--- src/rtl/alu_issue.sv ---
// alu_issue: two-stage RV32I ALU issue block (D: decode regs -> ALU, W: result).
// Optional feature: define ALU_ISSUE_ILLEGAL_TRAP_EN to add out_illegal and
// zero the result of illegal instructions.
`timescale 1ns/1ps
module alu_issue #(
  parameter int unsigned XLEN = 32
) (
  input  logic            clk,
  input  logic            rst,
  input  logic            in_valid,
  output logic            in_ready,
  input  logic [31:0]     in_instr,
  input  logic [XLEN-1:0] in_rs1_val,
  input  logic [XLEN-1:0] in_rs2_val,
  output logic [XLEN-1:0] alu_in1,
  output logic [XLEN-1:0] alu_in2,
  output logic [3:0]      alu_sel,
  input  logic [XLEN-1:0] alu_out,
  output logic            out_valid,
  input  logic            out_ready,
  output logic [XLEN-1:0] out_result,
  output logic [4:0]      out_rd
`ifdef ALU_ISSUE_ILLEGAL_TRAP_EN
  ,
  output logic            out_illegal
`endif
);

  localparam logic [3:0] SEL_ADD  = 4'd0;
  localparam logic [3:0] SEL_SUB  = 4'd1;
  localparam logic [3:0] SEL_XOR  = 4'd2;
  localparam logic [3:0] SEL_OR   = 4'd3;
  localparam logic [3:0] SEL_AND  = 4'd4;
  localparam logic [3:0] SEL_SLL  = 4'd5;
  localparam logic [3:0] SEL_SRL  = 4'd6;
  localparam logic [3:0] SEL_SRA  = 4'd7;
  localparam logic [3:0] SEL_SLTU = 4'd8;
  localparam logic [3:0] SEL_SLT  = 4'd9;

  localparam logic [6:0] OP_R   = 7'b0110011;
  localparam logic [6:0] OP_I   = 7'b0010011;
  localparam logic [6:0] F7_STD = 7'b0000000;
  localparam logic [6:0] F7_ALT = 7'b0100000;

  logic            d_valid;
  logic [4:0]      d_rd;
  logic            d_adv;
  logic            accept;
  logic [3:0]      dec_sel;
  logic [XLEN-1:0] dec_b;
  logic            dec_illegal;
  logic            unused_rs_fields;

  // Register-number fields are resolved upstream; only their values arrive here.
  assign unused_rs_fields = ^in_instr[19:15];

  // D hands its entry to W whenever W is empty or being drained this cycle.
  assign d_adv    = d_valid & (~out_valid | out_ready);
  assign in_ready = ~rst & (~d_valid | d_adv);
  assign accept   = in_valid & in_ready;

  // Decode: ALU op, operand B and legality from the instruction word.
  always_comb begin
    logic [6:0]      opcode;
    logic [2:0]      f3;
    logic [6:0]      f7;
    logic            is_r;
    logic            is_i;
    logic            alt;
    logic [XLEN-1:0] op_b;

    opcode      = in_instr[6:0];
    f3          = in_instr[14:12];
    f7          = in_instr[31:25];
    is_r        = (opcode == OP_R);
    is_i        = (opcode == OP_I);
    alt         = in_instr[30];
    dec_sel     = SEL_ADD;
    dec_illegal = 1'b0;
    op_b        = is_r ? in_rs2_val
                       : {{(XLEN-12){in_instr[31]}}, in_instr[31:20]};

    if (!is_r && !is_i) begin
      dec_illegal = 1'b1;
    end else if (is_r) begin
      dec_illegal = !((f7 == F7_STD) ||
                      ((f7 == F7_ALT) && ((f3 == 3'b000) || (f3 == 3'b101))));
    end else if ((f3 == 3'b001) || (f3 == 3'b101)) begin
      dec_illegal = !((f7 == F7_STD) || ((f7 == F7_ALT) && (f3 == 3'b101)));
    end

    unique case (f3)
      3'b000:  dec_sel = (is_r && alt) ? SEL_SUB : SEL_ADD;
      3'b001:  dec_sel = SEL_SLL;
      3'b010:  dec_sel = SEL_SLT;
      3'b011:  dec_sel = SEL_SLTU;
      3'b100:  dec_sel = SEL_XOR;
      3'b101:  dec_sel = alt ? SEL_SRA : SEL_SRL;
      3'b110:  dec_sel = SEL_OR;
      default: dec_sel = SEL_AND;
    endcase

    // Illegal words execute as a plain register-register ADD.
    if (dec_illegal) begin
      dec_sel = SEL_ADD;
      op_b    = in_rs2_val;
    end

    if ((dec_sel == SEL_SLL) || (dec_sel == SEL_SRL) || (dec_sel == SEL_SRA)) begin
      dec_b = {{(XLEN-5){1'b0}}, op_b[4:0]};
    end else begin
      dec_b = op_b;
    end
  end

`ifdef ALU_ISSUE_ILLEGAL_TRAP_EN
  logic d_illegal;
`endif

  // D stage: capture accepted instruction; alu_* hold while D is empty or stalled.
  always_ff @(posedge clk or posedge rst) begin
    if (rst) begin
      d_valid <= 1'b0;
      alu_in1 <= '0;
      alu_in2 <= '0;
      alu_sel <= SEL_ADD;
      d_rd    <= '0;
`ifdef ALU_ISSUE_ILLEGAL_TRAP_EN
      d_illegal <= 1'b0;
`endif
    end else begin
      d_valid <= accept | (d_valid & ~d_adv);
      if (accept) begin
        alu_in1 <= in_rs1_val;
        alu_in2 <= dec_b;
        alu_sel <= dec_sel;
        d_rd    <= in_instr[11:7];
`ifdef ALU_ISSUE_ILLEGAL_TRAP_EN
        d_illegal <= dec_illegal;
`endif
      end
    end
  end

  // W stage: capture ALU result when D advances; drop valid after a bare handshake.
  always_ff @(posedge clk or posedge rst) begin
    if (rst) begin
      out_valid  <= 1'b0;
      out_result <= '0;
      out_rd     <= '0;
`ifdef ALU_ISSUE_ILLEGAL_TRAP_EN
      out_illegal <= 1'b0;
`endif
    end else if (d_adv) begin
      out_valid <= 1'b1;
      out_rd    <= d_rd;
`ifdef ALU_ISSUE_ILLEGAL_TRAP_EN
      out_result  <= d_illegal ? '0 : alu_out;
      out_illegal <= d_illegal;
`else
      out_result <= alu_out;
`endif
    end else if (out_ready) begin
      out_valid <= 1'b0;
    end
  end

endmodule

--- config.mk ---
export PLATFORM = sky130hd
export DESIGN_NAME = alu_issue
export DESIGN_NICKNAME = d
export VERILOG_FILES = /design/src/rtl/alu_issue.sv
export SDC_FILE = /design/constraint.sdc
export NUM_CORES = 1
export LEC_CHECK = 0
export BUFFER_PORTS_ARGS = -buffer_cell sky130_fd_sc_hd__buf_4
export CAP_MARGIN = 20
export CORE_ASPECT_RATIO = 1.1
export CORE_MARGIN = 2
export CORE_UTILIZATION = 45
export DETAILED_ROUTE_END_ITERATION = 10
export PLACE_DENSITY = 0.82
export SLEW_MARGIN = 20
export SYNTH_ARGS = -nofsm -noshare
export SYNTH_HDL_FRONTEND = slang
export SYNTH_SLANG_ARGS = --single-unit
--- constraint.sdc ---
create_clock -name clk -period 5.6 [get_ports clk]
set_input_delay 0.84 -clock clk [delete_from_list [all_inputs] [get_ports clk]]
set_output_delay 0.84 -clock clk [all_outputs]
set_load 0.01 [all_outputs]
# --- Word-level counts from Yosys, hierarchy flattened ---
# Index checks and enable logic that the tools add are counted.
word_totals:
  regBits: 112
  in_bits: 132
  wordCells: 60
op_classes:
  n_eq_ne: 12
  n_mux: 12
  n_bitwise: 11
  reduce_logical: 17
ops:
  columns: ["operator", "count"]
  rows:
  - ["$mux 32", 3]
  - ["$pmux 4 s7", 1]
  - ["$eq 7x6->1 const B", 2]
  - ["$eq 4x3->1 const B", 3]
  - ["$eq 3x3->1 const B", 3]
  - ["$eq 7x5->1 const B", 1]
  - ["$logic_not 7->1", 1]
  - ["$mux 1", 7]
  - ["$eq 3x2->1 const B", 2]
  - ["$logic_or 1x1->1", 6]
  - ["$and 1x1->1", 4]
  - ["$logic_and 1x1->1", 4]
  - ["$logic_not 1->1", 4]
  - ["$mux 4", 1]
  - ["$not 1->1", 4]
  - ["$eq 3x1->1 const B", 1]
  - ["$logic_not 3->1", 1]
  - ["$or 1x1->1", 3]
  - ["$reduce_bool 2->1", 1]

# --- Logic depth before layout (Yosys ltp) ---
# Gate-level depths: netlist (run 1).
depth:
  word_depth: 12
  mapped_depth: 7
  depth_no_buf: 4

# --- Worst setup path before layout (run 1) ---
# No wires, ideal clock.
synth_timing:
  kind: "input port to output port"
  start: "input rst"
  end: "output in_ready"
  arrival_ns: 4.209
  setup_slack_ns: 0.551
  cell_stages: 2
  n_path_buf: 0
  cell_sequence: "clkinv_1 -> and2_1"
synth_between:
  elab_chain_len: 2
synth_rtl:
  columns: ["item", "line", "text"]
  rows:
  - ["start, declared", "9", "input logic rst,"]
  - ["$not 1->1", "59", "assign in_ready = ~rst & (~d_valid | d_adv);"]
  - ["$and 1x1->1", "59", null]
  - ["end, declared", "11", "output logic in_ready,"]
# No other way between the ends.

# --- Final worst setup path (run 1) ---
layout_timing:
  start: "input out_ready"
  end: "output in_ready"
layout_between:
  elab_chain_len: 4
layout_rtl:
  columns: ["item", "line", "text"]
  rows:
  - ["start, declared", "20", "input logic out_ready,"]
  - ["$or 1x1->1", "58", "assign d_adv = d_valid & (~out_valid | out_ready);"]
  - ["$and 1x1->1", "58", null]
  - ["$or 1x1->1", "59", null]
  - ["$and 1x1->1", "59", null]
# No other way between the ends.

==> metrics, run 1 <==
worst slew pin tran 0.7836 ns; EDFF count, synth 0; HP Class in -> async; critical path peak fanout 9; Reg2Reg Setup Slack 3.21 ns; largest net degree at the start of global routing 77; Syn Area/Cell 10.57 um2; largest family of logic cells by synthesized area simple AND/OR/NAND/NOR gates; Final nets 798; Net Sw Power 0.6129 mW; first-pass GRT wire length 20.31 mm; Final period util 0.4699; core area 9985 um2; Seq/Total Area, Yosys 0.6010; Sinks on Clock Net 112; element type at the critical path start input port; crit path capture in_ready; ys async rst share 1.000; multiplexer share of the synthesized area 0.08935; Synth Instances 441; # rows 38; cts bufs inserted 9; IO buf count 233; Hold Vio Cnt, Final 0; Worst EP arrival 1.79 ns; Root Buffer clkbuf_8; post-synthesis xor/xnor area fraction 0.001878; status finished clean; CP max-delay cell nand3b_1; Inserted Diodes 0; Die Height 110.8 um; Comb pwr share 0.282; Lkg Pwr 3.452 nW; Setup Buffers After CTS 0; area share of fa/ha/maj cells after synthesis 0; Critical R2R Capture alu_sel[0]; register bit count reported by yosys 112; vias per inst 5.102; initial antenna violation count 0; Synth Cell Area 4663 um2; worst r2r path cells 5; CTS Buffer Depth 2; design area 6699 um2; total wire length 12.73 mm; Worst EP required 4.76 ns; RSZ-0062 raised after global routing no; post-route ant nets 0; fin crit period 2.631 ns; Initial Utilization 0.4670; I/O pin cnt 239; Compound-Gate Fraction of Synth Area 0.1071; layout cells sized above 1 0.4620; reg-to-reg startpoint d_valid; CP Class in -> out; # hold bufs at CTS 0; Slew headroom 0.4776; Cell Area, Placed 6492 um2; area delta synth->final 43.65%; critical path's largest stage delay 0.40 ns; Max IR drop VDD 0.1360 mV; worst clock skew 0.006046 ns; WL per Instance 16.10 um; Critical Path End Type output port; initial DRC count 100; top_reg_cell synth dfrtp_1; sequential share of power 0.490; Skew-Pair Late Insertion Delay 0.36 ns; Resized Gates After CTS 0; gr ovfl total 0; Clock Power Share 0.228; final setup vio count 0; max_cap viols 0; Placer Congestion 0.7987; yosys warns 0; area of the die 11190 um2; Synth Area in Simple Gates 0.1677; DP Wirelength 9.558 mm; CTS tree yes; Achievable Freq 380.0 MHz; Syn Nets 573; DR vias 4036; DRC errors left 0; vias in the first global route 4145; final core utilization 0.6709; net switching fraction of the power 0.2915; DIE WIDTH 101.1 um; crit-path most repeated cell buf_4; DRT Pass-1 Iters 4; Hold WS 0.4269 ns; worst-path cell chain buf_4, nand3b_1, and2_1, buf_4; PwrDens 313.8 nW/um2; clock-pin slew on the worst setup and hold paths 0.10 ns; Crit. Startpoint out_ready; overall global routing resource usage 0.2261; setup tns final 0 ns; H-tree depth 3; max-slew violation count 0; Int Power 1.490 mW; Netlist cell types 40
[per-stage QoR]
stage,setup WS (ns),power [mW],instances
floorplan,0.5507,1.292,441
CTS,2.827,2.125,790
finish,2.969,2.102,791
global placement,2.494,1.622,774
detailed placement,2.390,1.649,774
global route,2.870,2.219,791
[power by group through the flow]
stage | Clock, mW | Sequential [mW] | Combinational (mW)
4_1_cts | 0.491 | 1.03 | 0.604
3_3_place_gp | 0 | 1.03 | 0.587
3_5_place_dp | 0 | 1.05 | 0.604
6_report | 0.479 | 1.03 | 0.594
2_1_floorplan | 0 | 1.10 | 0.191
5_1_grt | 0.527 | 1.05 | 0.646
[how the worst min path moves through the flow]
| stage | start | endpoint | slack (ns) | depth (start not counted) |
|---|---|---|---|---|
| CTS | rst | alu_in1[24] | 0.42 | 2 |
| floorplan | d_rd[0] | d_rd[0] | 0.44 | 2 |
| detailed placement | alu_in1[10] | alu_in1[10] | 0.46 | 2 |
| global placement | d_rd[0] | d_rd[0] | 0.45 | 2 |
| finish | rst | d_valid | 0.43 | 2 |
| global route | rst | alu_in1[2] | 0.43 | 2 |
[final cells by class]
type / instances / area (um2)
clock buffer: 10 / 127.6
clock inverter: 6 / 66.31
fill: 800 / 3286
inverter: 8 / 32.53
multi-input combinational: 295 / 1714
sequential: 112 / 2803
tap: 120 / 150.1
timing repair buffer: 240 / 1805
[cell usage after synthesis (all sizes together), types with 2 or more instances]
cell type | n | area, um2
o211ai | 21 | 207.7
nor2 | 8 | 30.03
buf | 10 | 63.80
o31ai | 3 | 27.52
nor2b | 2 | 12.51
nand2b | 2 | 12.51
mux2 | 37 | 416.7
a31oi | 6 | 37.54
clkbuf | 16 | 60.06
inv | 7 | 26.28
a21oi | 5 | 25.02
or4 | 2 | 18.77
a41oi | 10 | 87.58
dfrtp | 112 | 2803
o21ai | 13 | 65.06
nand2 | 169 | 634.4
[cells in the final DEF (no fill, tap or decap), types with 2 or more instances in the layout]
cell type,count
a21oi_1,5
a31oi_1,6
a41oi_1,10
buf_4,239
clkbuf_8,9
clkinv_2,2
dfrtp_1,112
inv_1,7
inv_6,3
mux2_2,37
nand2_1,169
nand2b_1,2
nor2_1,8
nor2b_1,2
o211ai_1,11
o211ai_2,10
o21ai_0,8
o21ai_1,5
o31ai_1,2
[critical path, delay by kind of cell]
kind / cells / cell delay [ns]
AND/OR/NAND/NOR: 2 / 0.71
buffers and inverters: 2 / 0.25
[state kept, by name (all words and copies together), names as in the netlist]
signal,flops
out_result,32
d_rd,5
alu_sel,4
out_rd,5
alu_in2,32
alu_in1,32
out_valid,1
d_valid,1
[logic make-up (layout without fill, tap and decap cells)]
group / after synthesis / after routing
multiplexers: 37 / 37
buffers and inverters: 34 / 264
flip-flops: 112 / 112
AO/OA/AOI/OAI: 64 / 64
AND/OR/NAND/NOR: 193 / 193
XOR/XNOR: 1 / 1
[metal layers]
layer	vias up	track usage	part of all wire
li1	1932	-	-
met1	1905	0.2785	0.39
met2	176	0.3801	0.50
met3	23	0.05927	0.084
met4	0	0.07928	0.021
met5	-	0	0
No activity file was read; power rests on OpenSTA's default activity.
==> run 2: changes to the inputs <==
--- a/config.mk
+++ b/config.mk
@@ -5,13 +5,14 @@
 export SDC_FILE = /design/constraint.sdc
 export NUM_CORES = 1
 export LEC_CHECK = 0
+export ABC_AREA = 1
 export BUFFER_PORTS_ARGS = -buffer_cell sky130_fd_sc_hd__buf_4
 export CAP_MARGIN = 20
 export CORE_ASPECT_RATIO = 1.1
 export CORE_MARGIN = 2
-export CORE_UTILIZATION = 45
+export CORE_UTILIZATION = 46
 export DETAILED_ROUTE_END_ITERATION = 10
-export PLACE_DENSITY = 0.82
+export PLACE_DENSITY = 0.83
 export SLEW_MARGIN = 20
 export SYNTH_ARGS = -nofsm -noshare
 export SYNTH_HDL_FRONTEND = slang
==> constraint.sdc (replaced) <==
create_clock -name clk -period 2.7 [get_ports clk]
set_input_delay 0.405 -clock clk [delete_from_list [all_inputs] [get_ports clk]]
set_output_delay 0.405 -clock clk [all_outputs]
set_load 0.01 [all_outputs]
==> run 2 against run 1 <==
Via count rose by 7.3%. Critical path type is now reg -> reg. Utilization grew 0.49 points. Design area increased by 3.4%. Highest routed layer unchanged. Register-to-register slack worse by 2.2 ns. Routed wire length fell by 0.97%. Global-route usage is 0.16 points higher. Synthesized cell count rose by 19%. Non-clock buffer count rose by 1. Sequential power rose by 110%. Worst hold slack worse by 0.17 ns.
==> metrics, run 2 <==
status finished clean; Inserted Diodes 0; I/O pin cnt 239; most numerous cell in the Yosys netlist nand2_1; Worst EP required 2.92 ns; largest net degree at the start of global routing 58; area share of fa/ha/maj cells after synthesis 0; layout cells sized above 1 0.4050; first-pass GRT wire length 20.33 mm; Reg2Reg Setup Slack 0.98 ns; Netlist cell types 22; PwrDens 675.1 nW/um2; register bit count reported by yosys 112; Seq/Total Area, Yosys 0.5849; Critical R2R Capture alu_in2[15]; leading cell types in the layout, fill and taps excluded nand2_1, buf_4, dfrtp_1; Hold Vio Cnt, Final 0; vias per inst 4.944; element type at the critical path start register; max_cap viols 0; max-slew violation count 0; initial DRC count 187; Synth Cell Area 4792 um2; Critical Path End Type register; # hold bufs at CTS 0; worst clock skew 0.005549 ns; Achievable Freq 582.8 MHz; area delta synth->final 44.52%; post-route ant nets 0; Compound-Gate Fraction of Synth Area 0.04778; Syn Area/Cell 9.163 um2; post-synth top area share 0.5849; Syn Nets 655; clock-pin slew on the worst setup and hold paths 0.07 ns; critical path peak fanout 49; DRC errors left 0; CTS Buffer Depth 2; HP Class in -> reg; Filler Cell Count 803; wire length on met1 5.026 mm; cts bufs inserted 9; reg-to-reg startpoint out_valid; Worst Hold Depth 3; DR vias 4331; Largest regs alu_in1 (32), alu_in2 (32), out_result (32); Setup Buffers After CTS 0; min-delay src in_rs1_val[8]; Met2 Routed Length 6.390 mm; design area 6925 um2; Cell Area, Placed 6628 um2; Final nets 880; Synth Area in Simple Gates 0.2371; Skew-Pair Late Insertion Delay 0.34 ns; fin crit period 1.716 ns; post-synthesis xor/xnor area fraction 0; # rows 39; DRT Pass-1 Iters 4; CTS tree yes; WL per Instance 14.40 um; metal3 WL 921 um; EDFF count, synth 0; largest family of logic cells by synthesized area simple AND/OR/NAND/NOR gates; Placer Congestion 0.8098; top cells by count, synth nand2_1, dfrtp_1, mux2_2; IO buf count 233; Sinks on Clock Net 112; CP Class reg -> reg; Worst EP arrival 1.94 ns; area of the die 11250 um2; gr ovfl total 0; Max IR drop VDD 0.3559 mV; dominant cell type by area after synthesis dfrtp_1; yosys warns 0; most common cell after layout, fill and taps aside nand2_1; total power 4.675 mW; worst r2r path cells 8; Seq. cell area 2803 um2; Die Height 111.1 um; Initial Utilization 0.4676; Resized Gates After CTS 0; overall global routing resource usage 0.2277; Root Buffer clkbuf_16; multiplexer share of the synthesized area 0.08695; main area contributors after synthesis dfrtp_1, nand2_1, mux2_2, a21oi_1, nor2_1; Lkg Pwr 3.811 nW; Slew headroom 0.5245; final setup vio count 0; Hold Path Sink alu_in1[8]; worst slew pin tran 0.7133 ns; Synth Instances 523; area of the multi-input gates 1789 um2; RSZ-0062 raised after global routing no; initial antenna violation count 0; core area 10250 um2; DIE WIDTH 101.3 um; top layer reached by signal wires met4; top_reg_cell synth dfrtp_1; DP Wirelength 9.204 mm; H-tree depth 3; Final period util 0.6355; total wire length 12.61 mm; vias in the first global route 4275; ys async rst share 1.000
run 2: cell count changes after synthesis, sizes merged, moves of 10 or more:
cell    previous run  this run
nand2            169       262
a21oi              5        29
o211ai            21         0
nor2               8        21
a41oi             10         0
o21ai             13         3
run 2: layout make-up:
type	instances	area share
Multi-Input combinational cell	367	0.2584
Clock inverter	4	0.007407
Clock buffer	12	0.03559
Inverter	17	0.01048
Timing Repair Buffer	241	0.2612
Sequential cell	112	0.4047
Tap cell	123	0.02222
run 2: per-layer routing:
metal / GRT usage / vias to the layer above
met3: 0.04477 / 20
met5: 0 / -
li1: - / 2084
met1: 0.2819 / 2042
met4: 0.08559 / 0
met2: 0.3894 / 185
run 2: logic make-up after synthesis:
kind of cell / count (synthesis)
muxes: 37
and+or+nand+nor: 291
AOI/OAI and AO/OA: 39
buffers and inverters: 44
DFF: 112
run 2: power by group:
part | leakage, nW | switching (mW) | total (mW) | internal (mW)
logic | 2.30 | 0.533 | 1.21 | 0.674
registers | 1.36 | 0.169 | 2.14 | 1.97
clock network | 0.143 | 0.576 | 1.32 | 0.748
run 2: stage by stage:
stage	setup WS, ns	TNS (ns)	std cells	hold WS, ns	util
2_1_floorplan	-0.2182	-14.23	523	0.4450	-
3_3_place_gp	0.7987	0	860	0.4588	0.6468
3_5_place_dp	0.7574	0	860	0.4593	0.6468
4_1_cts	0.9813	0	876	0.2457	0.6758
5_1_grt	0.7698	0	876	0.2551	0.6758
6_report	0.9841	0	876	0.2532	0.6758
run 2: worst max-delay path, cell delays in order, from the launching register on:
cell     delay [ns]
dfrtp_1        0.37
nand3_1        0.11
nand2_1        0.10
inv_2          0.06
nand2_4        0.23
buf_4          0.47
a21oi_1        0.08
nand2_1        0.09
nand2_1        0.06
run 2: how the worst max path moves through the flow:
stage	startpoint	endpoint	slack [ns]	cells past startpoint
floorplan	rst	alu_in2[5]	-0.22	10
detailed placement	rst	out_result[26]	0.76	4
global placement	rst	alu_in1[3]	0.80	4
CTS	out_valid	alu_in2[22]	0.98	8
global route	out_valid	alu_in2[17]	0.77	8
finish	out_valid	alu_in2[15]	0.98	8
